`config.mk`:
```
export PLATFORM = sky130hd
export DESIGN_NAME = fphub_mult_arbiter
export DESIGN_NICKNAME = d
export VERILOG_FILES = /design/src/rtl/fphub_mult_arbiter_pkg.sv /design/src/rtl/FPHUB_mult.sv /design/src/rtl/fphub_mult_arbiter.sv
export SDC_FILE = /design/constraint.sdc
export NUM_CORES = 2
export LEC_CHECK = 0
export CAP_MARGIN = 0
export CORE_UTILIZATION = 50
export DETAILED_ROUTE_END_ITERATION = 6
export PLACE_DENSITY_LB_ADDON = 0.05
export SYNTH_ARGS = -nofsm -noshare
export SYNTH_HDL_FRONTEND = slang
export SYNTH_SLANG_ARGS = --single-unit
```
`constraint.sdc`:
```
create_clock -name clk -period 8.8 [get_ports clk]
set_input_delay 2.64 -clock clk [delete_from_list [all_inputs] [get_ports clk]]
set_output_delay 2.64 -clock clk [all_outputs]
set_load 0.02 [all_outputs]
```
`src/rtl/fphub_mult_arbiter_pkg.sv`:
```
// Shared types and constants for the two-requester HUB multiplier arbiter.
package fphub_mult_arbiter_pkg;

  typedef enum logic [1:0] {IDLE, BUSY, DONE} state_t;

  // HUB exponent bias is 2^(E-1), one more than the IEEE bias.
  function automatic int unsigned hub_bias(input int unsigned e);
    return 32'd1 << (e - 1);
  endfunction

endpackage

```
`src/rtl/FPHUB_mult.sv`:
```
// Combinational HUB floating-point multiplier; result is forced to zero
// unless start is high.
module FPHUB_mult
  import fphub_mult_arbiter_pkg::*;
#(
  parameter int M            = 23,
  parameter int E            = 8,
  parameter int special_case = 7
) (
  input  logic         start,
  input  logic [E+M:0] x,
  input  logic [E+M:0] y,
  output logic [E+M:0] z
);

  localparam logic [E+1:0] BIAS    = (E+2)'(hub_bias(E));
  localparam logic [E-1:0] ONE_EXP = E'(hub_bias(E) - 1);

  logic           sz;
  logic [E-1:0]   ex, ey;
  logic [M-1:0]   mx, my, mz;
  logic [M+1:0]   sig_x, sig_y;
  logic [2*M+3:0] prod;
  logic           ovf, prod_unused;
  logic [E+1:0]   ez;
  logic           zero_x, zero_y, inf_x, inf_y, one_x, one_y, e_under, e_over;
  logic [E+M:0]   res;

  assign sz = x[E+M] ^ y[E+M];
  assign ex = x[E+M-1:M];
  assign ey = y[E+M-1:M];
  assign mx = x[M-1:0];
  assign my = y[M-1:0];

  // Significands carry both the implicit leading 1 and the HUB implicit LSB.
  assign sig_x = {1'b1, mx, 1'b1};
  assign sig_y = {1'b1, my, 1'b1};
  assign prod  = sig_x * sig_y;
  assign ovf   = prod[2*M+3];
  // Truncation of a HUB value is round-to-nearest, so the low bits just drop.
  assign mz          = ovf ? prod[2*M+2:M+3] : prod[2*M+1:M+2];
  assign prod_unused = ^prod[M+1:0];

  assign ez      = {2'b00, ex} + {2'b00, ey} - BIAS + {{(E+1){1'b0}}, ovf};
  assign e_under = ez[E+1] || (ez == '0);
  assign e_over  = !ez[E+1] && (ez[E:0] >= {1'b0, {E{1'b1}}});

  // special_case bits: [0] zero operands, [1] infinite operands, [2] exact one.
  assign zero_x = special_case[0] && (ex == '0);
  assign zero_y = special_case[0] && (ey == '0);
  assign inf_x  = special_case[1] && (ex == '1);
  assign inf_y  = special_case[1] && (ey == '1);
  // The HUB code nearest 1.0 is treated as an exact one.
  assign one_x  = special_case[2] && (ex == ONE_EXP) && (mx == '1);
  assign one_y  = special_case[2] && (ey == ONE_EXP) && (my == '1);

  always_comb begin
    res = {sz, ez[E-1:0], mz};
    if (inf_x || inf_y)           res = {sz, {E{1'b1}}, {M{1'b0}}};
    else if (zero_x || zero_y)    res = {sz, {(E+M){1'b0}}};
    else if (one_x)               res = {sz, ey, my};
    else if (one_y)               res = {sz, ex, mx};
    else if (e_under)             res = {sz, {(E+M){1'b0}}};
    else if (e_over)              res = {sz, {E{1'b1}}, {M{1'b0}}};
  end

  assign z = start ? res : '0;

endmodule

```
`src/rtl/fphub_mult_arbiter.sv`:
```
// Round-robin arbiter sharing one HUB multiplier between two requesters,
// one operation in flight, result held until the consumer accepts it.
module fphub_mult_arbiter
  import fphub_mult_arbiter_pkg::*;
#(
  parameter int M            = 23,
  parameter int E            = 8,
  parameter int special_case = 7,
  parameter int LAT          = 2
) (
  input  logic         clk,
  input  logic         rst,
  input  logic [1:0]   req_valid,
  output logic [1:0]   req_ready,
  input  logic [E+M:0] req_x0,
  input  logic [E+M:0] req_y0,
  input  logic [E+M:0] req_x1,
  input  logic [E+M:0] req_y1,
  output logic         resp_valid,
  input  logic         resp_ready,
  output logic         resp_id,
  output logic [E+M:0] resp_z,
  output logic         busy
);

  localparam int CW = (LAT > 1) ? $clog2(LAT) : 1;

  state_t        state;
  logic [CW-1:0] cnt;
  logic          last_grant;
  logic [E+M:0]  op_x, op_y, mult_z;
  logic          gnt_idx, mult_start;
  logic [1:0]    grant;

  // Tie goes to whoever was not served last; a lone request always wins.
  always_comb begin
    gnt_idx = (req_valid == 2'b11) ? ~last_grant : req_valid[1];
    grant   = 2'b00;
    if (!rst && state == IDLE && req_valid != 2'b00)
      grant = gnt_idx ? 2'b10 : 2'b01;
  end

  assign req_ready  = grant;
  assign mult_start = (state == BUSY);
  assign resp_valid = (state == DONE);
  assign busy       = (state != IDLE);

  always_ff @(posedge clk) begin
    if (rst) begin
      state      <= IDLE;
      cnt        <= '0;
      last_grant <= 1'b1;
      resp_id    <= 1'b0;
      resp_z     <= '0;
      op_x       <= '0;
      op_y       <= '0;
    end else begin
      case (state)
        IDLE: if (grant != 2'b00) begin
          op_x       <= gnt_idx ? req_x1 : req_x0;
          op_y       <= gnt_idx ? req_y1 : req_y0;
          resp_id    <= gnt_idx;
          last_grant <= gnt_idx;
          cnt        <= CW'(LAT - 1);
          state      <= BUSY;
        end
        BUSY: if (cnt == '0) begin
          resp_z <= mult_z;
          state  <= DONE;
        end else begin
          cnt <= cnt - 1'b1;
        end
        DONE: if (resp_ready) state <= IDLE;
        default: state <= IDLE;
      endcase
    end
  end

  FPHUB_mult #(
    .M(M), .E(E), .special_case(special_case)
  ) u_mult (
    .start(mult_start),
    .x    (op_x),
    .y    (op_y),
    .z    (mult_z)
  );

endmodule

```
==> summary.md <==
| Metric | Value |
|---|---|
| Final setup TNS | 0 ns |
| Core area | 50100 um^2 |
| Final slew viol count | 0 |
| Drt pass-1 iters | 6 |
| Starting density of the core | 50.7% |
| Post-Synthesis Mean Instance Area | 8.65 um^2 |
| Routed wire per std cell | 22.7 um |
| Detail Route Antenna Nets | 0 |
| Required time at the worst-slack endpoint | 9.05 ns |
| Gr ovfl total | 0 |
| Share of layout cells above drive strength 1 | 13.3% |
| CTS clock-pin slew for the worst setup and hold paths | 0.09 ns |
| Slew @ Worst Pin | 0.950 ns |
| Maximum vdd drop | 0.522 mV |
| Nets@finish | 4096 |
| CP Class | reg -> reg |
| Final Skew | 0.0153 ns |
| Sequential fraction of the synthesis area | 7.97% |
| YS warnings | 0 |
| Worst Path Max Fanout | 12 |
| Post-synth ARST share | 0% |
| GP Congestion | 1.02 |
| Hold Path End | resp_id |
| Final hold violations | 0 |
| Max Clock Freq | 115 MHz |
| Clock latency on the worst-skew pair | 0.37 ns |
| CTS tree | built |
| Area contributors post-synth | fa_1 (41%), ha_1 (9.5%), inv_1 (9.5%), dfxtp_1 (8.0%), nand2_1 (5.2%) |
| DP Area | 29700 um^2 |
| Synth Register Bits | 101 |
| Final setup violation count | 0 |
| Syn nets | 3785 |
| Worst setup SP type | flip-flop |
| FP Rows | 82 |
| CP most frequent cell | fa_1 |
| Die Wd | 227 um |
| Crit Reg-Reg Startpoint | op_x[3] |
| Max-Cap Viols | 0 |
| Post-synthesis cell area | 25400 um^2 |
| DP HPWL | 73000 um |
| Pwr Density | 427 nW/um^2 |
| Area leader, netlist | fa_1 |
| Via Count | 21676 |
| Root buffer cell | clkbuf_16 |
| Hold depth | 2 |
| DRC viols | 0 |
| Synth top area share | 41.3% |
| Unrepaired setup endpoints after global routing | yes |
| P&R area growth vs syn | 21.3% |
| Initial antenna violation count | 0 |
| Core Util, Final | 61.5% |
| WP data arrival | 8.91 ns |
| Post-synthesis cell count | 2935 |
| First-iteration detailed-routing DRC count | 1535 |
| Ys flop type | dfxtp_1 |
| Die height | 227 um |
| Die area | 51700 um^2 |
| Total power draw | 13.1 mW |
| Worst path slowest cell | fa_1 |
| Hold Crit Class | reg -> reg |
| Reg2Reg Depth | 35 |
| WHS | 0.468 ns |
| Synth cell types | 75 |
| Final worst-path cycle share | 98.4% |
| Routed wire length | 89100 um |
| Leakage | 14.9 nW |
| Final Instance Area | 30800 um^2 |
| First-pass GRT wire length | 135000 um |
| CP peak stage delay | 0.59 ns |
| IO Port Bufs | 169 |
| Tmin final | 8.66 ns |
| HP Start | resp_id |
| Reg2Reg Setup Slack | 0.14 ns |
| GRT Util Overall | 35.4% |
| RR Endpoint | resp_z[12] |
| Worst slew margin | 36.7% |
| Vias in the first global route | 23174 |
| Clock tree sinks | 101 |
| Pin count of the biggest net entering global routing | 104 |
| Status | finished, final reports clean |
| Post-CTS Hold Buffers | 0 |
| TritonCTS Buffers | 9 |
| H-tree levels | 3 |
| Max Root-Sink Buffers | 2 |
| Vias/cell | 5.52 |
| Number of synthesized flops with an enable pin | 0 |
| IO Count | 170 |
| CP endpoint kind | flip-flop |
[worst max-delay path, delay by kind of cell (launching register included)]
kind                       cells  cell delay, ns
DFF                            1            0.34
AOI/OAI and AO/OA             14            2.48
and+or+nand+nor                4            0.91
adders and majority gates     10            4.14
buffers and inverters          7            0.62
[cell families after synthesis]
kind of cell               count (synthesis)  synth area share, %
AOI/OAI and AO/OA                        344                 9.14
muxes                                     82                 3.24
DFF                                      101                 7.97
buffers and inverters                    817                 12.3
xor gates and xnor gates                  30                 1.04
and+or+nand+nor                          844                 15.5
adders and majority gates                717                 50.9
[final cells by class]
type | instances | area [um^2]
Multi-Input combinational cell | 2018 | 20600
Fill cell | 4552 | 19300
Timing Repair Buffer | 467 | 4440
Inverter | 649 | 2440
Sequential cell | 101 | 2090
Tap cell | 672 | 841
Clock buffer | 9 | 225
Clock inverter | 7 | 120
Antenna cell | 1 | 2.50
[synthesized netlist by cell type (22+ instances only)]
cell and instances:
xnor2_1 22, inv_1 643, clkbuf_1 145, mux2i_1 81, fa_1 524, dfxtp_1 101
a211oi_1 78, and2_1 204, a21oi_1 85, nand4_1 22, ha_1 193, nor2_1 178
o21ai_0 58, nand2_1 353
[flip-flops by register name (all words and copies together) (netlist names)]
signal	cells
op_x	32
last_grant	1
state	2
resp_id	1
resp_z	32
op_y	32
cnt	1
[placed cells by master, fill, tap and decap left out, types with 6 or more instances in the layout]
cell type,instances
a22oi_1,13
o21ai_0,54
nand2_1,351
inv_1,633
buf_4,244
ha_4,10
a31oi_1,9
a22o_1,6
clkbuf_16,11
nand4_1,22
nor3_1,16
o31ai_1,12
a21oi_1,77
inv_2,13
and2_1,200
dfxtp_1,72
nor2_1,171
nand3_1,16
ha_1,181
nand2b_1,6
clkdlybuf4s50_1,168
dfxtp_2,17
xor2_1,8
buf_6,18
fa_1,522
a21o_1,17
a21oi_2,8
mux2i_1,81
o21bai_1,8
buf_12,32
dfxtp_4,12
nor2b_1,8
a211oi_1,75
xnor2_1,22
nor4_1,11
[layer usage]
layer  vias to the layer above  global-route usage (%)  part of all wire, %
met4                         0                    14.3                  5.1
met2                       897                    62.9                   50
met5                         -                       0                    0
li1                       9626                       -                    -
met1                     10888                    43.0                   38
met3                       265                    5.19                  6.6
[per-stage QoR]
| stage | setup WS (ns) | cells |
|---|---|---|
| after floorplan | 0.0495 | 2935 |
| after global placement | -0.289 | 3886 |
| after detailed placement | -0.374 | 3886 |
| after CTS | 0.0242 | 3904 |
| after global routing | -0.0540 | 3923 |
| final | 0.142 | 3924 |
[report_power, final]
part | switching (mW) | total, mW | internal [mW]
sequential | 0.0905 | 0.612 | 0.522
combinational | 6.98 | 12.1 | 5.08
clock | 0.217 | 0.475 | 0.258
total | 7.29 | 13.1 | 5.86
[worst max path at each step]
stage | startpoint | endpoint | slack [ns] | cells after the start
2_1_floorplan | op_y[0] | resp_z[30] | 0.05 | 38
3_3_place_gp | op_x[10] | resp_z[11] | -0.29 | 36
3_5_place_dp | op_x[10] | resp_z[30] | -0.37 | 34
4_1_cts | op_x[4] | resp_z[30] | 0.02 | 35
5_1_grt | op_x[15] | resp_z[12] | -0.05 | 36
6_report | op_x[3] | resp_z[12] | 0.14 | 35
[timing repair]
action / CTS / global route
buffers inserted: 2 / 16
cloned: 0 / 3
pin swaps: 11 / 44
resized for setup: 28 / 118
setup endpoints to repair: 30 / 31
endpoints found under the hold margin: 0 / 0
Note: power is estimated with default switching activity, not from simulation.
